<file path="src/rtl/temp_spi_pkg.sv">
// Shared definitions for the SPI temperature reader: FSM encoding, word widths
// and averaging constants.
package temp_spi_pkg;

   typedef enum logic [2:0] {
      IDLE  = 3'd0,
      SETUP = 3'd1,
      SHIFT = 3'd2,
      HOLD  = 3'd3,
      GAP   = 3'd4
   } state_t;

   localparam int TEMP_W    = 9;
   localparam int AVG_N     = 4;
   localparam int AVG_SHIFT = 2;
   localparam int ACC_W     = TEMP_W + AVG_SHIFT;

   function automatic logic [ACC_W-1:0] widen_temp(input logic [TEMP_W-1:0] t);
      return {{AVG_SHIFT{1'b0}}, t};
   endfunction

endpackage

</file>
<file path="src/rtl/temp_spi_reader_clk_div.sv">
// SCLK half-period timebase: one-cycle half tick every CLK_DIV cycles while
// enabled; the count restarts from zero whenever the enable drops.
module spi_clk_div #(
   parameter int CLK_DIV = 50
) (
   input  logic clk,
   input  logic rst,
   input  logic i_en,
   output logic o_half_tick
);

   localparam int            CW   = (CLK_DIV > 1) ? $clog2(CLK_DIV) : 1;
   localparam logic [CW-1:0] LAST = CW'(CLK_DIV - 1);

   logic [CW-1:0] r_cnt;

   always_ff @(posedge clk) begin
      if (rst || !i_en) begin
         r_cnt <= '0;
      end else if (r_cnt == LAST) begin
         r_cnt <= '0;
      end else begin
         r_cnt <= r_cnt + 1'b1;
      end
   end

   assign o_half_tick = i_en && (r_cnt == LAST);

endmodule

</file>
<file path="src/rtl/temp_spi_reader.sv">
// Read-only mode-0 SPI temperature reader with one-cycle ready pulse.
// Optional TEMP_SPI_AVG_EN: report the average of every 4 captures instead.
module temp_spi_reader
   import temp_spi_pkg::*;
#(
   parameter int CLK_DIV    = 50,
   parameter int FRAME_BITS = 16,
   parameter int TEMP_LSB   = 6,
   parameter int GAP_CYCLES = 100
) (
   input  logic              clk,
   input  logic              rst,
   input  logic              en_i,
   input  logic              miso_i,
   output logic              sclk_o,
   output logic              cs_n_o,
   output logic [TEMP_W-1:0] temperatura_o,
   output logic              listo_o,
   output logic              busy_o
);

   localparam int BW   = $clog2(FRAME_BITS + 1);
   localparam int GW   = $clog2(GAP_CYCLES + 1);
   // Frame bits above the temperature field fall off the top, so only the
   // field and the bits below it are kept.
   localparam int SR_W = TEMP_LSB + TEMP_W;

   state_t              r_state;
   logic [SR_W-1:0]     r_shift;
   logic [BW-1:0]       r_bit_cnt;
   logic [GW-1:0]       r_gap_cnt;
   logic                r_sclk;
   logic                r_cs_n;
   logic                r_listo;
   logic                r_busy;
   logic [TEMP_W-1:0]   r_temp;

   logic                w_div_en;
   logic                w_tick;
   logic [TEMP_W-1:0]   w_field;
   logic [SR_W-1:0]     w_shift_in;

   assign w_div_en   = (r_state == SETUP) || (r_state == SHIFT) || (r_state == HOLD);
   assign w_shift_in = {r_shift[SR_W-2:0], miso_i};

   generate
      for (genvar gi = 0; gi < TEMP_W; gi++) begin : g_field
         assign w_field[gi] = r_shift[TEMP_LSB + gi];
      end
   endgenerate

   spi_clk_div #(
      .CLK_DIV (CLK_DIV)
   ) u_clk_div (
      .clk         (clk),
      .rst         (rst),
      .i_en        (w_div_en),
      .o_half_tick (w_tick)
   );

`ifdef TEMP_SPI_AVG_EN
   localparam logic [AVG_SHIFT-1:0] AVG_LAST = AVG_SHIFT'(AVG_N - 1);
   logic [ACC_W-1:0]     r_acc;
   logic [AVG_SHIFT-1:0] r_avg_cnt;
   logic [ACC_W-1:0]     w_sum;
   assign w_sum = r_acc + widen_temp(w_field);
`endif

   always_ff @(posedge clk) begin
      if (rst) begin
         r_state   <= IDLE;
         r_shift   <= '0;
         r_bit_cnt <= '0;
         r_gap_cnt <= '0;
         r_sclk    <= 1'b0;
         r_cs_n    <= 1'b1;
         r_listo   <= 1'b0;
         r_busy    <= 1'b0;
         r_temp    <= '0;
`ifdef TEMP_SPI_AVG_EN
         r_acc     <= '0;
         r_avg_cnt <= '0;
`endif
      end else begin
         r_listo <= 1'b0;
         case (r_state)
            IDLE: begin
               if (en_i) begin
                  r_state   <= SETUP;
                  r_cs_n    <= 1'b0;
                  r_busy    <= 1'b1;
                  r_bit_cnt <= '0;
               end
            end
            SETUP: begin
               // The first rising edge also samples the first bit.
               if (w_tick) begin
                  r_state   <= SHIFT;
                  r_sclk    <= 1'b1;
                  r_shift   <= w_shift_in;
                  r_bit_cnt <= BW'(1);
               end
            end
            SHIFT: begin
               if (w_tick) begin
                  if (r_sclk) begin
                     r_sclk <= 1'b0;
                  end else if (r_bit_cnt == BW'(FRAME_BITS)) begin
                     r_state <= HOLD;
                  end else begin
                     r_sclk    <= 1'b1;
                     r_shift   <= w_shift_in;
                     r_bit_cnt <= r_bit_cnt + 1'b1;
                  end
               end
            end
            HOLD: begin
               if (w_tick) begin
                  r_state   <= GAP;
                  r_cs_n    <= 1'b1;
                  r_gap_cnt <= '0;
`ifdef TEMP_SPI_AVG_EN
                  if (r_avg_cnt == AVG_LAST) begin
                     r_temp    <= w_sum[ACC_W-1:AVG_SHIFT];
                     r_listo   <= 1'b1;
                     r_acc     <= '0;
                     r_avg_cnt <= '0;
                  end else begin
                     r_acc     <= w_sum;
                     r_avg_cnt <= r_avg_cnt + 1'b1;
                  end
`else
                  r_temp  <= w_field;
                  r_listo <= 1'b1;
`endif
               end
            end
            GAP: begin
               if (r_gap_cnt == GW'(GAP_CYCLES - 1)) begin
                  r_state <= IDLE;
                  r_busy  <= 1'b0;
               end else begin
                  r_gap_cnt <= r_gap_cnt + 1'b1;
               end
            end
            default: begin
               r_state <= IDLE;
            end
         endcase
      end
   end

   assign sclk_o        = r_sclk;
   assign cs_n_o        = r_cs_n;
   assign temperatura_o = r_temp;
   assign listo_o       = r_listo;
   assign busy_o        = r_busy;

endmodule
</file>
<file path="config.mk">
export PLATFORM = sky130hd
export DESIGN_NAME = temp_spi_reader
export DESIGN_NICKNAME = d
export VERILOG_FILES = /design/src/rtl/temp_spi_pkg.sv /design/src/rtl/temp_spi_reader_clk_div.sv /design/src/rtl/temp_spi_reader.sv
export SDC_FILE = /design/constraint.sdc
export NUM_CORES = 1
export LEC_CHECK = 0
export ABC_CLOCK_PERIOD_IN_PS = 1800
export CORE_MARGIN = 1.5
export CORE_UTILIZATION = 54
export CTS_BUF_LIST = sky130_fd_sc_hd__clkbuf_4
export CTS_CLUSTER_DIAMETER = 200
export CTS_CLUSTER_SIZE = 10
export DETAILED_ROUTE_END_ITERATION = 8
export PLACE_DENSITY = 0.89
export SYNTH_ARGS = -nofsm -noshare
export SYNTH_HDL_FRONTEND = slang
export SYNTH_SLANG_ARGS = --single-unit
</file>
<file path="constraint.sdc">
create_clock -name clk -period 1.8 [get_ports clk]
set_clock_uncertainty 0.15 [all_clocks]
set_input_delay 0.27 -clock clk [delete_from_list [all_inputs] [get_ports clk]]
set_output_delay 0.27 -clock clk [all_outputs]
set_load 0.02 [all_outputs]
</file>
After elaboration in Yosys (flattened, before gate mapping)
Index checks and enable logic that the tools add are counted.
{"block": "word_totals", "register_bits": 49, "latch_bits": 0, "ram_bits": 0, "mem_bits_ro": 0, "input_bits": 4, "mem_count": 0}
{"block": "classes", "n_addsub": 3, "n_mul": 0, "div": 0, "order_cmp": 0, "n_eq_ne": 16, "shift": 0, "mux": 33, "n_bitwise": 1, "reduce_logical": 21}
{"op": "$mux 15", "count": 4}
{"op": "$pmux 15 s2", "count": 1}
{"op": "$mux 5", "count": 5}
{"op": "$mux 3", "count": 7}
{"op": "$pmux 3 s5", "count": 1}
{"op": "$pmux 5 s3", "count": 1}
{"op": "$mux 7", "count": 2}
{"op": "$pmux 7 s2", "count": 1}
{"op": "$reduce_and 3->1", "count": 4}
{"op": "$ne 2x2->1 const B", "count": 5}
{"op": "$mux 1", "count": 8}
{"op": "$ne 2x1->1 const B", "count": 4}
{"op": "$reduce_bool 2->1", "count": 4}
{"op": "$add 7x1->7 const B", "count": 1}
{"op": "$eq 7x7->1 const B", "count": 1}
{"op": "$reduce_and 7->1", "count": 1}
{"op": "$add 6x1->6 const B", "count": 1}
{"op": "$eq 3x2->1 const B", "count": 2}
{"op": "$eq 6x6->1 const B", "count": 1}
{"op": "$pmux 1 s2", "count": 3}
{"op": "$reduce_and 6->1", "count": 1}
{"op": "$add 5x1->5 const B", "count": 1}
{"op": "$eq 5x5->1 const B", "count": 1}
{"op": "$reduce_and 5->1", "count": 1}
{"op": "other kinds (10)", "count": 13}

Depth between registers and ports, before layout
{"block": "depth", "depth_word": 6, "depth_mapped": 7}

Cells and area by module
From an unflattened synthesis, not the netlist that was laid out.
{"block": "hier_totals", "cells_unflattened": 242, "area_unflattened_um2": 2165.8}
{"module": "temp_spi_reader", "instances": 1, "cells_per_inst": 213, "area_per_inst_um2": 1898.1, "seq_area_each_um2": 860.8}
{"module": "spi_clk_div", "instances": 1, "cells_per_inst": 29, "area_per_inst_um2": 267.8, "seq_area_each_um2": 120.1}

Least setup slack after synthesis
OpenSTA, ideal clock, no wires.
{"block": "synth_timing", "kind": "register to register", "from": "register u_clk_div.r_cnt[0]", "to": "register r_temp[3], in the netlist temperatura_o[3]", "setup_ns": 0.128, "arrival_ns": 1.598, "required_ns": 1.522, "slack_ns": -0.076, "path_stages_with_launch": 7, "n_path_buf": 1, "path_cell_list": "dfxtp_1 ha_1 inv_2 nor4_4 buf_6 mux2i_1 nor2_1"}
{"block": "synth_between", "elab_chain_len": 3}
{"item": "start: declaration", "line_no": "temp_spi_reader_clk_div.sv:15", "rtl": "logic [CW-1:0] r_cnt;"}
{"item": "start signal: assignment", "line_no": "temp_spi_reader_clk_div.sv:23", "rtl": "r_cnt <= r_cnt + 1'b1;"}
{"item": "$eq 6x6->1", "line_no": "temp_spi_reader_clk_div.sv:27", "rtl": "assign o_half_tick = i_en && (r_cnt == LAST);"}
{"item": "$logic_and 1x1->1", "line_no": "temp_spi_reader_clk_div.sv:27"}
{"item": "$reduce_and 2->1 (no line)"}
{"item": "end signal: assignment", "line_no": "temp_spi_reader.sv:133", "rtl": "r_temp <= w_field;"}
{"item": "end: declaration", "line_no": "temp_spi_reader.sv:36", "rtl": "logic [TEMP_W-1:0] r_temp;"}
No other way between the ends.
A chain may end at the register's enable or synchronous reset.

Final worst setup path
{"block": "layout_timing", "from": "register r_bit_cnt[1]", "to": "register r_bit_cnt[0]"}
{"block": "layout_between", "elab_chain_len": 3}
{"item": "start: declaration", "line_no": "temp_spi_reader.sv:30", "rtl": "logic [BW-1:0] r_bit_cnt;"}
{"item": "start signal: assignment", "line_no": "temp_spi_reader.sv:113", "rtl": "r_bit_cnt <= r_bit_cnt + 1'b1;"}
{"item": "$eq 5x5->1", "line_no": "temp_spi_reader.sv:108", "rtl": "end else if (r_bit_cnt == BW'(FRAME_BITS)) begin"}
{"item": "$ne 2x2->1 (no line)"}
{"item": "$reduce_and 6->1 (no line)"}
No other way between the ends.

==> flow_summary.toml <==
[status]
status = "completed"

[grt]
globalRouteTotalUtil_pct = 21.4
gr-max-usage-layer = "met2"
grt_use_met1_pct = 27.4
gr-usage-met3_pct = 4.05
antenna_found_initial = 0
met2_usage_pct = 35.4
grt_pass1_wl_mm = 7.36
grt_pass1_vias = 1637
grt_max_degree = 32
grt_overflow = 0

[power_and_ir_drop]
leakage_nw = 1.06
powerDensity_nw_per_um2 = 693
ir_worst_vdd_v = 0.000585
total_power_mw = 1.91

[timing]
worst_pin_slew_ps = 482
report.final.slew_viol_count = 0
hold_ws_ps = 294
fin_crit_sh_pct = 98.1
slew_headroom_pct = 67.7
rsz0062_at_grt = "yes"
tns_ps = 0
min_period_ps = 1760
finalSetupViolations = 0
max_freq_mhz = 567
finalHoldViolCount = 0

[placement]
place_inst = 316
port_buffers = 16
gp_congestion = 0.811
hpwlAfterDp_mm = 3.06

[floorplan]
start_util_pct = 55.8
io_pins = 17
die_h_um = 67.1
row_count = 23
dieWidth_um = 67.1
die-area_um2 = 4500
core_area_um2 = 3970

[critical_path]
worstSetupPathType = "reg2reg"
start_kind = "register"
rr_worst_depth = 7
path_cells = "inv_2 -> ha_2 -> nand4bb_1 -> buf_4 -> nand4_4 -> a2111o_1 -> o211a_1"
crit_start = "r_bit_cnt[1]"
cp-end-kind = "register"
r2r_start = "r_bit_cnt[1]"
crit_required_ps = 1930
critPathArrivalTime_ps = 1890
cp_slowest_cell = "a2111o_1"
max_stage_delay_ps = 400
crit_path_max_fanout = 5

[finish]
drive_gt1_share_pct = 21.0
multiInputGateArea_um2 = 1190
final_common_cell = "dfxtp_1"
fillers = 308
syn2layout_area_growth_pct = 24.2
regArea_um2 = 986
final_cell_mix = "dfxtp_1 (45), nand3_1 (24), a21oi_1 (21), buf_4 (21)"
finalNetCount = 284
antennaDiodeCount = 0
final_cells = 326

[logic_synthesis]
synthCells = 241
syn-num-nets = 250
synth_top_area_share_pct = 44.3
synthXorXnorAreaFrac_pct = 4.35
synth_edf_count = 0
postSynthAreaPerCell_um2 = 9.19
ys_types = 50
synth_mux_area_share_pct = 5.42
synth_top_area_cell = "dfxtp_1"
synth_top_family_by_area = "simple AND/OR/NAND/NOR gates"
ys_seq_area_share_pct = 44.3
synthTopCellsByArea = "dfxtp_1 (44%), mux2i_1 (5.4%), nand3_1 (5.4%)"
synthArstFlopShare_pct = 0
synth_adder_area_share_pct = 2.82
netlist_area_um2 = 2220
ys.flop_type = "dfxtp_1"
synth_compound_area_share_pct = 16.6
synthSimpleGateAreaFrac_pct = 21.7
synth_seq_cells = 49
yosys_warnings = 0

[drt]
final_antenna_net_count = 0
route.final.wire_length_mm = 4.78
vias = 1894
wl_per_cell_um = 14.7
drt-initial-drc-count = 161
firstDrtPassIters = 4
drcViolationCount = 0
vias_per_cell = 5.81

[clocking]
clkTransAtPathRegs_ps = 140
clock-sinks = 49
tritoncts = "done"
ctsHoldBuffers = 0
clk_path_buf_depth = 2
cts-root-buf = "clkbuf_4"
insertion_delay_ps = 380
cts.htree.levels = 2
cts_buffers = 5

[min_path]
hold_class = "in2reg"
hold_depth = 3
min_from = "miso_i"

[flow_run]
drv_cap = 0
critical path, delay by kind of cell (launching register included):
family,cells,cell delay [ps]
compound gates,2,530
simple gates,2,280
flops,1,360
buf+inv,2,190
fa+ha+maj,1,150
final timing paths:
| path | slack (ps) | end |
|---|---|---|
| setup / recovery | 40 | r_bit_cnt[0] |
| hold / removal | 290 | r_shift[0] |
| setup reg to reg | 40 | r_bit_cnt[0] |
| hold reg to reg | 330 | r_shift[2] |
cells in the mapped netlist, types with 2 or more instances:
cell type / n
xor2_1: 7
and2_1: 2
ha_1: 5
nand3_1: 24
o21ai_0: 18
mux2i_1: 12
clkbuf_1: 7
nand4_1: 3
dfxtp_1: 49
nor3b_1: 2
inv_1: 8
nand2_1: 7
or2_2: 2
a31oi_1: 3
a21oi_1: 22
xnor2_1: 4
nor2_1: 18
buf_2: 4
nor3_1: 8
o211ai_1: 6
power breakdown:
part           internal [mW]  total, mW  switching [mW]
Clock                  0.295      0.658           0.363
Combinational         0.0589      0.138          0.0795
Sequential              1.10       1.11          0.0132
cell families (layout without fill, tap and decap cells):
group	count (synthesis)	in the layout
AND/OR/NAND/NOR	80	80
AO/OA/AOI/OAI	60	60
flip-flops	49	49
buffers and inverters	24	59
multiplexers	12	12
XOR/XNOR	11	11
adder cells (fa/ha/maj)	5	5
layout make-up:
type                            count  area share [%]
Sequential cell                    49            35.8
Inverter                           10            1.36
Clock inverter                      3            1.59
Timing Repair Buffer               41            14.3
Tap cell                           50            2.27
Clock buffer                        5            1.36
Multi-Input combinational cell    168            43.3
sequential cells by signal (all words and copies together) (netlist names), 3 cells and up:
| signal | flops |
|---|---|
| r_gap_cnt | 7 |
| u_clk_div.r_cnt | 6 |
| r_shift | 15 |
| temperatura_o | 9 |
| r_bit_cnt | 5 |
| r_state | 3 |
layer usage:
layer  vias to the layer above  routed length [um]  share of wire, %
met5                         -                   0                 0
met4                         0                  68               1.4
met3                         8                 187               3.9
met2                        40                2380                50
met1                       910                2140                45
li1                        936                   -                 -
metrics by stage:
stage	worst slack (ps)	utilization, %	cell area, um2
3_3_place_gp	-122	64.7	2570
2_1_floorplan	0.111	-	2220
5_1_grt	-40.5	69.3	2750
3_5_place_dp	-221	64.7	2570
6_report	35.1	69.3	2750
4_1_cts	-0.792	67.3	2670
what timing repair did:
item / 4_1_cts / 5_1_grt
gates cloned: 0 / 1
setup endpoints to repair: 7 / 36
buffers inserted: 0 / 1
pin swaps: 0 / 2
resized for setup: 5 / 22
Note: power is estimated with default switching activity, not from simulation.
